File: src/rtl/adc_channel_scanner.sv
// adc_channel_scanner: round-robin scan sequencer for the modular ADC.
// Issues one command at a time, averages 2^AVG_LOG2 samples per slot and
// publishes a millivolt value per slot, live and as a periodic snapshot.
// Ports:
//   clk, reset             system clock, synchronous active-high reset
//   o_cmd_*  / i_cmd_ready ADC command stream (sop/eop tied high)
//   i_rsp_*                ADC response stream (valid, channel, 12-bit code)
//   o_mv_live              per-slot mV, slot i at [i*OUT_W +: OUT_W]
//   o_mv_held              snapshot of o_mv_live every UPDATE_DIV cycles
//   o_held_strobe          one-cycle pulse when o_mv_held updates
//   o_sample_err           one-cycle pulse on timeout/mismatch/unsolicited
module adc_channel_scanner #(
    parameter int NUM_CH        = 3,
    parameter int CH_BASE       = 1,
    parameter int AVG_LOG2      = 2,
    parameter int FULL_SCALE_MV = 5000,
    parameter int OUT_W         = 13,
    parameter int UPDATE_DIV    = 250000,
    parameter int TIMEOUT       = 1023
) (
    input  logic                    clk,
    input  logic                    reset,
    output logic                    o_cmd_valid,
    output logic [4:0]              o_cmd_channel,
    output logic                    o_cmd_sop,
    output logic                    o_cmd_eop,
    input  logic                    i_cmd_ready,
    input  logic                    i_rsp_valid,
    input  logic [4:0]              i_rsp_channel,
    input  logic [11:0]             i_rsp_data,
    output logic [NUM_CH*OUT_W-1:0] o_mv_live,
    output logic [NUM_CH*OUT_W-1:0] o_mv_held,
    output logic                    o_held_strobe,
    output logic                    o_sample_err
);
    localparam int SW = (NUM_CH > 1) ? $clog2(NUM_CH) : 1;
    localparam int AW = 12 + AVG_LOG2;
    localparam int CW = (AVG_LOG2 > 0) ? AVG_LOG2 : 1;
    localparam int WW = $clog2(TIMEOUT + 1);
    localparam int DW = $clog2(UPDATE_DIV);

    localparam logic [SW-1:0] SLOT_LAST = SW'(NUM_CH - 1);
    localparam logic [CW-1:0] CNT_LAST  = CW'((1 << AVG_LOG2) - 1);
    localparam logic [WW-1:0] WAIT_LAST = WW'(TIMEOUT - 1);
    localparam logic [DW-1:0] DIV_LAST  = DW'(UPDATE_DIV - 1);
    localparam logic [63:0]   MV_MAX    = (64'd1 << OUT_W) - 64'd1;

    typedef enum logic [1:0] {IDLE, ISSUE, WAIT} state_t;

    state_t                  r_state;
    logic [SW-1:0]           r_slot;
    logic [WW-1:0]           r_wcnt;
    logic                    r_cmd_valid;
    logic [4:0]              r_cmd_ch;
    logic                    r_err;
    logic [AW-1:0]           r_acc [NUM_CH];
    logic [CW-1:0]           r_cnt [NUM_CH];
    logic                    r_avg_vld;
    logic [SW-1:0]           r_avg_slot;
    logic [11:0]             r_avg;
    logic [NUM_CH*OUT_W-1:0] r_live;
    logic [NUM_CH*OUT_W-1:0] r_held;
    logic [DW-1:0]           r_div;
    logic                    r_strobe;

    logic [SW-1:0]    w_slot_nxt;
    logic             w_in_wait;
    logic             w_match;
    logic             w_accept;
    logic             w_timeout;
    logic             w_done;
    logic             w_err;
    logic [AW-1:0]    w_sum;
    logic [63:0]      w_prod;
    logic [63:0]      w_quot;
    logic [OUT_W-1:0] w_mv;

    assign w_slot_nxt = (r_slot == SLOT_LAST) ? '0 : r_slot + 1'b1;
    assign w_in_wait  = (r_state == WAIT);
    assign w_match    = (i_rsp_channel == r_cmd_ch);
    assign w_accept   = w_in_wait && i_rsp_valid && w_match;
    assign w_timeout  = w_in_wait && !i_rsp_valid && (r_wcnt == WAIT_LAST);
    assign w_done     = w_in_wait && (i_rsp_valid || w_timeout);
    // Any response not matching the single outstanding command is an error.
    assign w_err      = (i_rsp_valid && (!w_in_wait || !w_match)) || w_timeout;
    assign w_sum      = r_acc[r_slot] + AW'(i_rsp_data);
    assign w_prod     = 64'(r_avg) * 64'(FULL_SCALE_MV);
    assign w_quot     = w_prod / 64'd4095;
    assign w_mv       = (w_quot > MV_MAX) ? OUT_W'(MV_MAX) : OUT_W'(w_quot);

    // Command handshake FSM
    always_ff @(posedge clk) begin
        if (reset) begin
            r_state     <= IDLE;
            r_slot      <= '0;
            r_wcnt      <= '0;
            r_cmd_valid <= 1'b0;
            r_cmd_ch    <= 5'(CH_BASE);
            r_err       <= 1'b0;
        end else begin
            r_err <= w_err;
            unique case (r_state)
                IDLE: begin
                    r_state     <= ISSUE;
                    r_cmd_valid <= 1'b1;
                end
                ISSUE: begin
                    if (i_cmd_ready) begin
                        r_state     <= WAIT;
                        r_cmd_valid <= 1'b0;
                        r_wcnt      <= '0;
                    end
                end
                WAIT: begin
                    if (w_done) begin
                        r_state     <= ISSUE;
                        r_cmd_valid <= 1'b1;
                        r_slot      <= w_slot_nxt;
                        r_cmd_ch    <= 5'(CH_BASE) + 5'(w_slot_nxt);
                    end else begin
                        r_wcnt <= r_wcnt + 1'b1;
                    end
                end
                default: begin
                    r_state     <= IDLE;
                    r_cmd_valid <= 1'b0;
                end
            endcase
        end
    end

    // Stage 1: per-slot accumulate, emit average on the last sample
    always_ff @(posedge clk) begin
        if (reset) begin
            for (int i = 0; i < NUM_CH; i++) begin
                r_acc[i] <= '0;
                r_cnt[i] <= '0;
            end
            r_avg_vld  <= 1'b0;
            r_avg_slot <= '0;
            r_avg      <= '0;
        end else begin
            r_avg_vld <= 1'b0;
            if (w_accept) begin
                if (r_cnt[r_slot] == CNT_LAST) begin
                    r_acc[r_slot] <= '0;
                    r_cnt[r_slot] <= '0;
                    r_avg         <= 12'(w_sum >> AVG_LOG2);
                    r_avg_vld     <= 1'b1;
                    r_avg_slot    <= r_slot;
                end else begin
                    r_acc[r_slot] <= w_sum;
                    r_cnt[r_slot] <= r_cnt[r_slot] + 1'b1;
                end
            end
        end
    end

    // Stage 2: scale to mV and update only the completing slot
    always_ff @(posedge clk) begin
        if (reset) begin
            r_live <= '0;
        end else if (r_avg_vld) begin
            r_live[r_avg_slot*OUT_W +: OUT_W] <= w_mv;
        end
    end

    // Snapshot divider; capture uses the pre-update live value
    always_ff @(posedge clk) begin
        if (reset) begin
            r_div    <= '0;
            r_held   <= '0;
            r_strobe <= 1'b0;
        end else begin
            r_strobe <= (r_div == DIV_LAST);
            if (r_div == DIV_LAST) begin
                r_div  <= '0;
                r_held <= r_live;
            end else begin
                r_div <= r_div + 1'b1;
            end
        end
    end

    assign o_cmd_valid   = r_cmd_valid;
    assign o_cmd_channel = r_cmd_ch;
    assign o_cmd_sop     = 1'b1;
    assign o_cmd_eop     = 1'b1;
    assign o_mv_live     = r_live;
    assign o_mv_held     = r_held;
    assign o_held_strobe = r_strobe;
    assign o_sample_err  = r_err;
endmodule
File: config.mk
export PLATFORM = sky130hd
export DESIGN_NAME = adc_channel_scanner
export DESIGN_NICKNAME = d
export VERILOG_FILES = /design/src/rtl/adc_channel_scanner.sv
export SDC_FILE = /design/constraint.sdc
export NUM_CORES = 1
export LEC_CHECK = 0
export ABC_AREA = 1
export BUFFER_PORTS_ARGS = -buffer_cell sky130_fd_sc_hd__buf_2
export CORE_ASPECT_RATIO = 1.4
export CORE_UTILIZATION = 60
export DETAILED_ROUTE_END_ITERATION = 10
export PLACE_DENSITY = 0.83
export SLEW_MARGIN = 30
export SYNTH_ARGS = -nofsm -noshare
export SYNTH_HDL_FRONTEND = slang
export SYNTH_SLANG_ARGS = --single-unit
File: constraint.sdc
create_clock -name clk -period 22.3 [get_ports clk]
set_input_delay 4.46 -clock clk [delete_from_list [all_inputs] [get_ports clk]]
set_output_delay 4.46 -clock clk [all_outputs]
set_load 0.02 [all_outputs]
==> qor.csv <==
stage;metric;value;unit
layout;syn2layout_area_growth;8.218;%
placement;port_buffers;104;
sta;setup-tns-final;0;ns
setup_path;arrival;15.01;ns
setup_path;critPathMostFrequentCell;sky130_fd_sc_hd__nand2_1;
sta;final.min_clock_period;14.70;ns
pwr;power_switching_share;0.2677;
placement;place_congestion;1.003;
die;die_w;140.9;um
global_routing;vias_in_the_first_global_route;15302;
logic_synthesis;synth-main-ff-cell;sky130_fd_sc_hd__dfxtp_1;
clock_network;tritoncts;done;
clock_network;cts_repair_resize_count;0;
pwr;ir_worst_vdd;0.06057;mV
logic_synthesis;leading_cell_types_by_total_area_after_synthesis;sky130_fd_sc_hd__dfxtp_1 16%, sky130_fd_sc_hd__nand2_1 14%, sky130_fd_sc_hd__edfxtp_1 12%;
logic_synthesis;synth_sequential_area_ratio;0.2815;
clock_network;clockRootBuffer;sky130_fd_sc_hd__clkbuf_16;
pwr;power_density_over_the_cells;42.13;mW/mm^2
route;via_count;15340;
die;io_pins;109;
clock_network;clock_insertion_delay_worst_skew;0.45;ns
die;core;0.02636;sq mm
global_routing;use_met3;0.03596;
layout;nNetsFinal;2534;
logic_synthesis;ys_warn_count;0;
logic_synthesis;yosys_register_bits;196;
sta;timing.clock.skew;0.01627;ns
pwr;power_frac_seq;0.505;
clock_network;postCtsSetupRepairBufs;0;
logic_synthesis;netlist_area;0.01621;sq mm
hold_path;worst_hold_path_type;flop to flop;
setup_path;critical-path-slowest-cell;sky130_fd_sc_hd__fa_1;
logic_synthesis;yosys.area.top_type_share;0.1630;
status;run_status;completed;
logic_synthesis;mean_post_synth_cell_area;6.974;sq um
logic_synthesis;synth_edf_count;64;
die;die_area;0.02770;sq mm
flow_run;drv_cap;0;
setup_path;cp-start-kind;flop;
clock_network;clk_pin_slew;0.08;ns
global_routing;global_route.peak_usage_layer;met2;
clock_network;cts_made_buffers;17;
sta;fmax;68.02;MHz
setup_path;worstPathMaxFanout;17;
clock_network;cts.htree.levels;4;
pwr;p_sw;0.1979;mW
logic_synthesis;syn_inst;2325;
sta;setup_ws;7.598;ns
pwr;power.share.clock;0.442;
route;drc;0;
pwr;combPwrFrac;0.053;
logic_synthesis;synth.distinct_cells;61;
clock_network;cts.sinks;196;
sta;report.final.slew_viol_count;0;
logic_synthesis;synth.largest_area_cell;sky130_fd_sc_hd__dfxtp_1;
sta;period_share;0.6593;
route;detail_route.wl_per_cell;15.10;um
pwr;leakage;8.803;nW
setup_path;cp-end-kind;flop;
sta;worst_pin_slew;0.9482;ns
die;floorplan.initialDensity;0.6150;
layout;number_of_diodes;0;
route;postRouteWirelength;41920;um
global_routing;number_of_antenna_violations_at_the_first_check_in_global_routing;0;
clock_network;clockBufferDepth;2;
sta;report.final.hold_viol_count;0;
global_routing;grt-ovfl-total;0;
layout;stdcell_count;2776;
die;placementRows;70;
route;drt-vias-per-instance;5.526;
setup_path;cp_data_required_time;22.61;ns
global_routing;global_route.usage.met1;0.3092;
sta;unrepaired_setup_endpoints_after_global_routing;false;
global_routing;grt_max_degree;53;
placement;dpl.hpwl;32420;um
clock_network;holdBufCountCts;0;
setup_path;worst-setup-path-type;flop to flop;
placement;numPlacedInstances;2744;
pwr;power.internal;0.5413;mW
placement;detailedPlace.worstSlack;7.784;ns
layout;final_common_cell;sky130_fd_sc_hd__nand2_1;
route;initialDrtViolationCount;905;
global_routing;grt_pass1_wl;68800;um
layout;mostFrequentLayoutCells;602 x sky130_fd_sc_hd__nand2_1, 320 x sky130_fd_sc_hd__inv_1, 221 x sky130_fd_sc_hd__nor2_1, 156 x sky130_fd_sc_hd__nand3_1, 131 x sky130_fd_sc_hd__dfxtp_1;
sta;final-setup-viol-count;0;
route;postRouteAntennaNets;0;
sta;slew_headroom;0.3620;
setup_path;critical_path.max_stage_delay;0.55;ns
global_routing;global_route.usage.total;0.3057;
logic_synthesis;synth-async-reset-ratio;0;
die;fp.dieH;196.5;um
route;drt-pass1-iter-count;5;
global_routing;grt_util_met2;0.5891;
layout;post_route_cells_drive_above_1_share;0.1730;
[worst paths after layout]
check             slack, ns  depth (start not counted)             to     start
setup / recovery       7.60                         93  o_mv_live[26]  r_avg[4]
hold / removal         0.46                          1       r_div[0]  r_div[0]
setup reg to reg       7.60                         93  o_mv_live[26]  r_avg[4]
hold reg to reg        0.46                          1       r_div[0]  r_div[0]
[worst max-delay path: cells and delay by family, from the launching register on]
kind | cells | cell delay [ns]
buf+inv | 8 | 0.57
flops | 1 | 0.45
fa+ha+maj | 9 | 3.19
simple gates | 70 | 9.14
compound gates | 6 | 1.18
[routing by layer]
metal	vias up	wire length, um
li1	7610	-
met1	7081	15590
met2	491	22340
met3	158	1708
met4	0	2281
met5	-	0
[per-stage QoR]
stage	power (mW)	hold WS (ns)	instance area (sq um)	utilization
2_1_floorplan	0.4094	0.4176	16220	-
3_3_place_gp	0.4179	0.4303	16900	0.6410
3_5_place_dp	0.4194	0.4421	16910	0.6413
4_1_cts	0.7385	0.4609	17540	0.6654
5_1_grt	0.7563	0.4720	17550	0.6656
6_report	0.7392	0.4583	17550	0.6656
[synthesized netlist by cell type (6+ instances only)]
| master | count |
|---|---|
| sky130_fd_sc_hd__a22o_1 | 39 |
| sky130_fd_sc_hd__xnor2_1 | 7 |
| sky130_fd_sc_hd__inv_1 | 322 |
| sky130_fd_sc_hd__o211ai_1 | 6 |
| sky130_fd_sc_hd__ha_1 | 86 |
| sky130_fd_sc_hd__dfxtp_1 | 132 |
| sky130_fd_sc_hd__nor2_2 | 29 |
| sky130_fd_sc_hd__o21ai_1 | 15 |
| sky130_fd_sc_hd__nand4_1 | 41 |
| sky130_fd_sc_hd__edfxtp_1 | 64 |
| sky130_fd_sc_hd__nand3b_1 | 7 |
| sky130_fd_sc_hd__nand3_1 | 156 |
| sky130_fd_sc_hd__o21ai_0 | 72 |
| sky130_fd_sc_hd__nand2_4 | 34 |
| sky130_fd_sc_hd__xor2_1 | 31 |
| sky130_fd_sc_hd__clkbuf_1 | 32 |
| sky130_fd_sc_hd__o22ai_1 | 15 |
| sky130_fd_sc_hd__inv_2 | 30 |
| sky130_fd_sc_hd__nor2_1 | 223 |
| sky130_fd_sc_hd__nor3_1 | 23 |
| sky130_fd_sc_hd__nor2_4 | 19 |
| sky130_fd_sc_hd__a21oi_1 | 102 |
| sky130_fd_sc_hd__fa_1 | 24 |
| sky130_fd_sc_hd__nand2_2 | 88 |
| sky130_fd_sc_hd__nand3_4 | 7 |
| sky130_fd_sc_hd__nand4_2 | 6 |
| sky130_fd_sc_hd__nand3_2 | 30 |
| sky130_fd_sc_hd__nand2_1 | 602 |
[power by group through the flow]
stage               clock [mW]  combinational, mW  sequential [mW]
floorplan                    0             0.0283            0.381
global placement             0             0.0364            0.381
detailed placement           0             0.0377            0.382
CTS                      0.327             0.0386            0.373
global route             0.339             0.0434            0.374
finish                   0.327             0.0392            0.373
[area by class of cell]
cell class              instances  area, sq um
well taps                     360        450.4
clock buffers                  17        425.4
repair buffers                109        558.0
fillers                      2223         8816
multi-input cells            1718         9958
inverters                     361         1380
flip-flops and latches        196         4566
clock inverters                15        209.0
[registers in the layout, summed over array words and instances (netlist names), 3 cells and up, named ones only]
signal         flops
r_wcnt            10
o_cmd_channel      3
r_cnt              8
r_avg             12
r_acc             56
o_mv_live         39
r_div             18
o_mv_held         39
[logic make-up (layout without fill, tap and decap cells)]
group                      after synthesis  after routing  share of synthesized area
AOI/OAI and AO/OA                      273            273                     0.1010
xor gates and xnor gates                38             38                    0.02053
DFF                                    196            196                     0.2815
other                                    2              4                  0.0004632
and+or+nand+nor                       1293           1293                     0.3942
buffers and inverters                  413            502                     0.1063
adders and majority gates              110            110                    0.09599
Note: power is estimated with default switching activity, not from simulation.
